==> config.mk <==
export PLATFORM = sky130hd
export DESIGN_NAME = cam_op_sequencer
export DESIGN_NICKNAME = d
export VERILOG_FILES = /design/src/rtl/cam_op_sequencer.sv
export SDC_FILE = /design/constraint.sdc
export NUM_CORES = 1
export LEC_CHECK = 0
export ABC_AREA = 1
export BUFFER_PORTS_ARGS = -buffer_cell sky130_fd_sc_hd__clkbuf_2
export CAP_MARGIN = 20
export CORE_UTILIZATION = 48
export CTS_CLUSTER_DIAMETER = 80
export DETAILED_ROUTE_END_ITERATION = 10
export GPL_ROUTABILITY_DRIVEN = 1
export PLACE_DENSITY = 0.84
export SETUP_SLACK_MARGIN = 0.1
export SLEW_MARGIN = 20
export SYNTH_ARGS = -nofsm -noshare
export SYNTH_HDL_FRONTEND = slang
export SYNTH_SLANG_ARGS = --single-unit
==> constraint.sdc <==
create_clock -name CLK -period 2.1 [get_ports CLK]
set_input_delay 0.42 -clock CLK [delete_from_list [all_inputs] [get_ports CLK]]
set_output_delay 0.42 -clock CLK [all_outputs]
set_load 0.01 [all_outputs]
==> src/rtl/cam_op_sequencer.sv <==
// cam_op_sequencer: command-level controller that owns every control input of
// the cam block. One op (SEARCH, SELECT_FIRST, WRITE, READ) is in flight at a
// time; strobes are timed by a single down-counter reloaded on state entry.
// Optional feature: define CAM_SEQ_MATCH_COUNT_EN to add rsp_count, the
// popcount of tag_wires captured alongside rsp_hit.
//
// state     | meaning
// IDLE      | waiting for a command
// SET       | one lead-in cycle, then set held high for PULSE_CYC
// SET_GAP   | idle GAP_CYC after set
// SRCH      | perform_search held high for PULSE_CYC
// SRCH_GAP  | idle GAP_CYC, then response
// SEL       | one lead-in cycle, then select_first high for PULSE_CYC
// SEL_GAP   | idle GAP_CYC, then response
// WR        | one lead-in cycle, then write_lines driven for PULSE_CYC
// WR_SETTLE | write_lines zero for WRITE_SETTLE_CYC, then response
// RD_WAIT   | idle GAP_CYC, then read_lines captured
// RSP       | response held until rsp_ready
module cam_op_sequencer #(
  parameter int num_bits         = 32,
  parameter int num_cells        = 100,
  parameter int PULSE_CYC        = 4,
  parameter int GAP_CYC          = 4,
  parameter int WRITE_SETTLE_CYC = 16
) (
  input  logic                           CLK,
  input  logic                           RST_N,
  input  logic                           cmd_valid,
  output logic                           cmd_ready,
  input  logic [1:0]                     cmd_op,
  input  logic [num_bits-1:0]            cmd_data,
  input  logic [num_bits-1:0]            cmd_mask,
  output logic                           rsp_valid,
  input  logic                           rsp_ready,
  output logic [1:0]                     rsp_op,
  output logic                           rsp_hit,
  output logic [num_bits-1:0]            rsp_data,
`ifdef CAM_SEQ_MATCH_COUNT_EN
  output logic [$clog2(num_cells+1)-1:0] rsp_count,
`endif
  output logic [num_bits-1:0]            comparand,
  output logic [num_bits-1:0]            mask,
  output logic                           set,
  output logic                           perform_search,
  output logic                           select_first,
  output logic [2*num_bits-1:0]          write_lines,
  input  logic [num_cells-1:0]           tag_wires,
  input  logic [num_bits-1:0]            read_lines
);

  localparam logic [1:0] OP_SEARCH = 2'b00;
  localparam logic [1:0] OP_SELECT = 2'b01;
  localparam logic [1:0] OP_WRITE  = 2'b10;
  localparam logic [1:0] OP_READ   = 2'b11;

  localparam int CNT_MAX = (PULSE_CYC > GAP_CYC)
                         ? ((PULSE_CYC > WRITE_SETTLE_CYC) ? PULSE_CYC : WRITE_SETTLE_CYC)
                         : ((GAP_CYC > WRITE_SETTLE_CYC) ? GAP_CYC : WRITE_SETTLE_CYC);
  localparam int CW = $clog2(CNT_MAX + 1);

  typedef enum logic [3:0] {
    IDLE, SET, SET_GAP, SRCH, SRCH_GAP, SEL, SEL_GAP, WR, WR_SETTLE, RD_WAIT, RSP
  } state_t;

  state_t                state;
  logic [CW-1:0]         cnt;
  logic [1:0]            op_q;
  logic [num_bits-1:0]   wr_data;
  logic [num_bits-1:0]   wr_mask;
  logic [2*num_bits-1:0] wr_pattern;
  logic                  capture;

  assign cmd_ready = (state == IDLE) && !rsp_valid;

  // Dual-rail write encoding: even line drives a 1, odd line drives a 0
  always_comb begin
    wr_pattern = '0;
    for (int i = 0; i < num_bits; i++) begin
      wr_pattern[2*i]   = wr_data[i] & wr_mask[i];
      wr_pattern[2*i+1] = ~wr_data[i] & wr_mask[i];
    end
  end

  // The last idle countdown of each op hands over to the response
  always_comb begin
    capture = 1'b0;
    if (cnt == '0) begin
      case (state)
        SRCH_GAP, SEL_GAP, WR_SETTLE, RD_WAIT: capture = 1'b1;
        default:                               capture = 1'b0;
      endcase
    end
  end

`ifdef CAM_SEQ_MATCH_COUNT_EN
  localparam int CNTW = $clog2(num_cells + 1);
  logic [CNTW-1:0] match_count;

  // Number of tagged cells, reported with the response
  always_comb begin
    match_count = '0;
    for (int i = 0; i < num_cells; i++) match_count = match_count + CNTW'(tag_wires[i]);
  end
`endif

  // Sequencer state, strobe timing and response registers
  always_ff @(posedge CLK or negedge RST_N) begin
    if (!RST_N) begin
      state          <= IDLE;
      cnt            <= '0;
      op_q           <= '0;
      wr_data        <= '0;
      wr_mask        <= '0;
      comparand      <= '0;
      mask           <= '0;
      set            <= 1'b0;
      perform_search <= 1'b0;
      select_first   <= 1'b0;
      write_lines    <= '0;
      rsp_valid      <= 1'b0;
      rsp_op         <= '0;
      rsp_hit        <= 1'b0;
      rsp_data       <= '0;
`ifdef CAM_SEQ_MATCH_COUNT_EN
      rsp_count      <= '0;
`endif
    end else begin
      case (state)
        IDLE: begin
          if (cmd_valid && cmd_ready) begin
            op_q <= cmd_op;
            case (cmd_op)
              OP_SEARCH: begin
                comparand <= cmd_data;
                mask      <= cmd_mask;
                state     <= SET;
                cnt       <= CW'(PULSE_CYC);
              end
              OP_SELECT: begin
                state <= SEL;
                cnt   <= CW'(PULSE_CYC);
              end
              OP_WRITE: begin
                wr_data <= cmd_data;
                wr_mask <= cmd_mask;
                state   <= WR;
                cnt     <= CW'(PULSE_CYC);
              end
              default: begin
                state <= RD_WAIT;
                cnt   <= CW'(GAP_CYC);
              end
            endcase
          end
        end
        SET: begin
          if (cnt == '0) begin
            set   <= 1'b0;
            state <= SET_GAP;
            cnt   <= CW'(GAP_CYC - 1);
          end else begin
            set <= 1'b1;
            cnt <= cnt - CW'(1);
          end
        end
        SET_GAP: begin
          if (cnt == '0) begin
            perform_search <= 1'b1;
            state          <= SRCH;
            cnt            <= CW'(PULSE_CYC - 1);
          end else begin
            cnt <= cnt - CW'(1);
          end
        end
        SRCH: begin
          if (cnt == '0) begin
            perform_search <= 1'b0;
            state          <= SRCH_GAP;
            cnt            <= CW'(GAP_CYC - 1);
          end else begin
            cnt <= cnt - CW'(1);
          end
        end
        SEL: begin
          if (cnt == '0) begin
            select_first <= 1'b0;
            state        <= SEL_GAP;
            cnt          <= CW'(GAP_CYC - 1);
          end else begin
            select_first <= 1'b1;
            cnt          <= cnt - CW'(1);
          end
        end
        WR: begin
          if (cnt == '0) begin
            write_lines <= '0;
            state       <= WR_SETTLE;
            cnt         <= CW'(WRITE_SETTLE_CYC - 1);
          end else begin
            write_lines <= wr_pattern;
            cnt         <= cnt - CW'(1);
          end
        end
        SRCH_GAP, SEL_GAP, WR_SETTLE, RD_WAIT: begin
          if (cnt != '0) cnt <= cnt - CW'(1);
        end
        RSP: begin
          if (rsp_ready) begin
            rsp_valid <= 1'b0;
            rsp_op    <= '0;
            rsp_hit   <= 1'b0;
            rsp_data  <= '0;
`ifdef CAM_SEQ_MATCH_COUNT_EN
            rsp_count <= '0;
`endif
            state     <= IDLE;
          end
        end
        default: state <= IDLE;
      endcase

      if (capture) begin
        state     <= RSP;
        rsp_valid <= 1'b1;
        rsp_op    <= op_q;
        rsp_hit   <= |tag_wires;
        rsp_data  <= (op_q == OP_READ) ? read_lines : '0;
`ifdef CAM_SEQ_MATCH_COUNT_EN
        rsp_count <= match_count;
`endif
      end
    end
  end

endmodule

==> results.cfg, run 1 <==
[logic_synthesis]
synth_top_area_cell = dfrtp_1
synth.area.top_cells = dfrtp_1 (56%), nand2_1 (9.6%), o21ai_2 (9.3%), inv_1 (4.5%), nor2_1 (3.4%)
syn_avg_cell_area_um2 = 9.54
ys_seq_elements = 242
synth_top_flop_cell = dfrtp_1
synthArstFlopShare = 1.00
syn_inst = 1125
yosysSeqAreaShare = 0.564
synth_top_area_frac = 0.564
syn_area_um2 = 10700
synth_nets = 1333
synth_warnings = 0
synth-edff-count = 0
yosysUniqueCellTypes = 35

[sta]
final-setup-viol-count = 0
hold_violations = 0
rsz0062_at_grt = false
fmax_mhz = 536
finalCriticalPeriod_ns = 1.86
finalMaxSlewViolations = 0
worst_slew_margin_rel = 0.633
finalCritPeriodShare = 0.888
skew_ns = 0.00724
fin_setup_tns_ns = 0
hold_ws_ns = 0.129
fin_ws_ns = 0.236
max_slew.worst_pin.slew_ns = 0.549

[clock_network]
cts_tree = yes
clock-root-buffer = clkbuf_16
htreeDepth = 1
numCtsBuffers = 25
clockBufferDepth = 3
path_clk_slew_ns = 0.06
clock-sinks = 242
insertion_delay_ns = 0.51

[global_routing]
track_usage = 0.232
first_global_vias = 8605
grt_start_max_net_pins = 53
antenna_found_initial = 0
grt_first_pass_wirelength_um = 42100
grt_overflow_total = 0

[route]
via_per_inst = 4.96
wl_per_cell_um = 15.1
postRouteAntennaNets = 0
first_pass_iters = 5
drt_iter0_markers = 374
drc = 0
drt_wl_total_um = 27100
vias = 8901

[place]
dp_hpwl_um = 19900
dp_slack_ns = 0.291
gp_congestion = 0.887
io_buffer_count = 369

[layout]
syn_to_final_growth_pct = 27.5
fin_util = 0.625
drive_gt1_frac = 0.382
finalNetCount = 1702

[floorplan]
io_pins = 370
num_rows = 54
die_h_um = 151
core_um2 = 21900
dieWidth_um = 151
initial_utilization = 0.490
dieArea_um2 = 23000

[hold_path]
hold_class = primary input to register

[critical_path]
crit_end = cmd_ready
critical_path_class = register to primary output
rr_worst_depth = 9
crit_chain = nor2_4, nand2_2, nor2_4, clkbuf_2
cp_num_cells = 4
critPathMaxFanout = 5
regToRegSetupSlack_ns = 0.28
slowest_stage = dfrtp_1
cp.arrival_ns = 1.44
cp-startpoint = state[3]
crit_family = flip-flops
rr_startpoint = state[0]
critPathLaunchType = register
crit_top_cell = nor2_4
rr_endpoint = rsp_data[20]
crit_buf_inv = 1
cp.required_ns = 1.68
crit_path_end_kind = primary output
crit_path_max_incr_delay_ns = 0.46

[power]
totalPowerFinal_w = 0.00947
ir_worst_vdd_uv = 554
power.density_nw_per_um2 = 692
power.leakage_nw = 7.53

[status]
run_status = complete, no violations

[job]
drv_cap = 0
-- sequential cells by signal (all words and copies together) (netlist names), 4 cells and up --
signal	count
comparand	32
cnt	5
rsp_data	32
mask	32
state	4
wr_mask	32
wr_data	32
write_lines	64
-- worst reg2reg max path, cell delays in order, from the launching register on --
cell     delay (ns)
dfrtp_1        0.41
buf_4          0.17
inv_1          0.09
nand2_1        0.09
nor3_1         0.22
nand2_1        0.14
nand2_1        0.09
inv_2          0.21
nand2_1        0.17
o21ai_1        0.09
-- cell usage after synthesis, types with 3 or more instances --
cell type	n
buf_6	28
inv_1	128
a21oi_1	5
ha_1	6
o21ai_1	69
inv_2	6
nand3_1	41
nor2_1	97
clkbuf_1	8
nand4_1	3
a32o_1	31
dfrtp_1	242
nand2_1	273
buf_2	18
o21ai_0	18
and2_1	5
nor2_4	4
o21ai_2	114
nand2_2	9
-- area by class of cell --
cell class                      instances  area, um2
Antenna cell                            1       2.50
Clock buffer                           29        661
Clock inverter                         16        126
Fill cell                            1806       8210
Inverter                              135        510
Multi-Input combinational cell        693       3760
Sequential cell                       242       6060
Tap cell                              280        350
Timing Repair Buffer                  397       2220
-- cells by family after synthesis --
logic type	after synthesis	share of synthesized area
fa+ha+maj	6	0.00700
xor+xnor	3	0.00245
simple gates	438	0.167
compound gates	246	0.171
buf+inv	190	0.0883
flops	242	0.564
-- placed cells by master, fill, tap and decap left out, types with 12 or more instances in the layout --
cell type / instances
a32o_1: 31
buf_12: 12
buf_4: 15
clkbuf_16: 25
clkbuf_2: 368
dfrtp_1: 242
inv_1: 128
nand2_1: 273
nand3_1: 40
nor2_1: 97
o21ai_0: 18
o21ai_1: 69
o21ai_2: 114
-- metrics by stage --
step                instances  area (um2)
detailed placement       1746       12900
floorplan                1125       10700
global placement         1746       12900
CTS                      1792       13700
global route             1792       13700
finish                   1793       13700
-- worst min-delay path by stage --
stage / startpoint / end / slack [ns] / cells after the start
after CTS: read_lines[5] / rsp_data[5] / 0.11 / 3
final: read_lines[8] / rsp_data[8] / 0.13 / 3
after detailed placement: RST_N / rsp_data[9] / 0.37 / 1
after global routing: read_lines[9] / rsp_data[9] / 0.13 / 3
after global placement: RST_N / rsp_data[16] / 0.37 / 1
after floorplan: RST_N / cnt[0] / 0.12 / 0
-- power by group --
group | total, W | internal, W | switching (W)
Sequential | 0.00471 | 0.00469 | 0.0000166
Clock | 0.00424 | 0.00239 | 0.00185
Combinational | 0.000522 | 0.000222 | 0.000300
Total | 0.00947 | 0.00731 | 0.00216
-- routing by layer --
layer / up-vias / share of wire / GRT usage
met4: 0 / 0.023 / 0.0728
met1: 4156 / 0.42 / 0.293
li1: 4362 / - / -
met2: 338 / 0.47 / 0.383
met3: 45 / 0.092 / 0.0710
met5: - / 0 / 0
-- repair_timing --
action / CTS / global route
resized for setup: 0 / 0
hold endpoints to repair: 44 / 0
hold buffers: 1 / 0
buffers inserted: 0 / 0
Power figures use the tool's default switching activity.
==> run 2: changes to the inputs <==
Settings changed: CELL_PAD_IN_SITES_DETAIL_PLACEMENT from default to 0, CELL_PAD_IN_SITES_GLOBAL_PLACEMENT from default to 1, CORE_UTILIZATION 48 to 40, MAX_ROUTING_LAYER from default to met4, PLACE_DENSITY 0.84 to 0.92.
Clock period 2.1 ns to 2.3 ns, I/O delays scaled along.
==> results.cfg, run 2 (same netlist as run 1, synthesis figures left out) <==
[critical_path]
crit_path_end_kind = primary output
cp.arrival_ns = 1.61
critPathLaunchType = register
cp.required_ns = 1.84
critical_path_class = register to primary output
critPathMaxFanout = 7

[power]
power.density_nw_per_um2 = 662
seq_power_share = 0.474
ir_worst_vdd_uv = 399
power_frac_comb = 0.052
p_sw_frac = 0.223
intPower_w = 0.00706
totalPowerFinal_w = 0.00909
power.leakage_nw = 7.51
switchingPower_w = 0.00202
clock_power_share = 0.474

[layout]
finalNonFillerCells = 1839
finalNetCount = 1693
top_register = write_lines
diodes = 0
multi_input_area_um2 = 3760
final_cell_mix = clkbuf_2 (368), nand2_1 (273), dfrtp_1 (242)
syn_to_final_growth_pct = 28.0
final_common_cell = clkbuf_2
drive_gt1_frac = 0.378
seq_area_um2 = 6060
largest_register_ffs = 64
fill_cells = 2415

[global_routing]
grt_overflow_total = 0
track_usage = 0.207
antenna_found_initial = 0
grt_first_pass_wirelength_um = 44700
first_global_vias = 8612
grt_start_max_net_pins = 63

[clock_network]
clock-sinks = 242
insertion_delay_ns = 0.53
htreeDepth = 1
clock-root-buffer = clkbuf_16
path_clk_slew_ns = 0.06
clockBufferDepth = 3
cts_tree = yes
numCtsBuffers = 27

[sta]
skew_ns = 0.0140
max_slew.worst_pin.slew_ns = 0.553
final-setup-viol-count = 0
finalCriticalPeriod_ns = 2.07
finalMaxSlewViolations = 0
rsz0062_at_grt = false
fin_setup_tns_ns = 0
fmax_mhz = 483
hold_violations = 0
worst_slew_margin_rel = 0.630
finalCritPeriodShare = 0.900

[place]
placed_cells = 1790
gp_congestion = 0.889
io_buffer_count = 369
dp_hpwl_um = 20100

[route]
first_pass_iters = 8
drt_iter0_markers = 491
vias = 8701
wl_per_cell_um = 14.8
drt_wl_total_um = 27300
via_per_inst = 4.73
postRouteAntennaNets = 0
drc = 30

[floorplan]
num_rows = 59
initial_utilization = 0.409
dieWidth_um = 166
core_um2 = 26200
io_pins = 370
die_h_um = 166
dieArea_um2 = 27500

[status]
violations = design-rule violations
run_status = finished, violations left

[hold_path]
hold_class = primary input to register

[job]
drv_cap = 0
## run 2: worst max-delay path, cell delays in order, from the launching register on
cell and delay [ns]:
dfrtp_1 0.48, nor2_4 0.21, nand2_2 0.09, nor2_4 0.10, clkbuf_2 0.21
## run 2: path summary, 6_finish.rpt
path	startpoint	cells past startpoint	end	slack [ns]
worst min register to register	comparand[31]	2	comparand[31]	0.48
worst max register to register	state[1]	9	wr_data[15]	0.34
min in group asynchronous	RST_N	2	mask[9]	0.46
worst min-delay path	read_lines[3]	3	rsp_data[3]	0.15
worst max-delay path	state[1]	4	cmd_ready	0.23
max in group asynchronous	RST_N	3	wr_data[2]	1.15
## run 2: cell type report
| class | instances | share of cell area |
|---|---|---|
| Clock buffer | 37 | 0.0563 |
| Clock inverter | 11 | 0.00875 |
| Inverter | 135 | 0.0372 |
| Multi-Input combinational cell | 693 | 0.274 |
| Sequential cell | 242 | 0.441 |
| Tap cell | 335 | 0.0305 |
| Timing Repair Buffer | 386 | 0.152 |
## run 2: repair_timing
item,4_1_cts,5_1_grt
buffers inserted,0,0
hold buffers,1,0
gates resized for setup,0,1
endpoints found under the setup margin,0,8
hold endpoints to repair,56,0
## run 2: power by group through the flow
stage / clock network [W] / logic, W / registers (W)
detailed placement: 0 / 0.000483 / 0.00438
floorplan: 0 / 0.000122 / 0.00439
global placement: 0 / 0.000479 / 0.00438
finish: 0.00431 / 0.000472 / 0.00430
global route: 0.00460 / 0.000543 / 0.00430
CTS: 0.00444 / 0.000487 / 0.00430
## run 2: through the flow
step	instance area (um2)	hold slack [ns]	setup slack (ns)	util
global placement	12800	0.440	0.344	0.489
CTS	13700	0.122	0.205	0.524
global route	13700	0.129	0.143	0.524
floorplan	10700	0.164	0.743	-
finish	13700	0.149	0.229	0.524
detailed placement	12800	0.440	0.235	0.489
## run 2: layer usage
layer / track usage / routed length [um]
met5: - / 0
met4: 0.0565 / 626
met3: 0.0596 / 2340
met2: 0.321 / 12300
met1: 0.264 / 12000
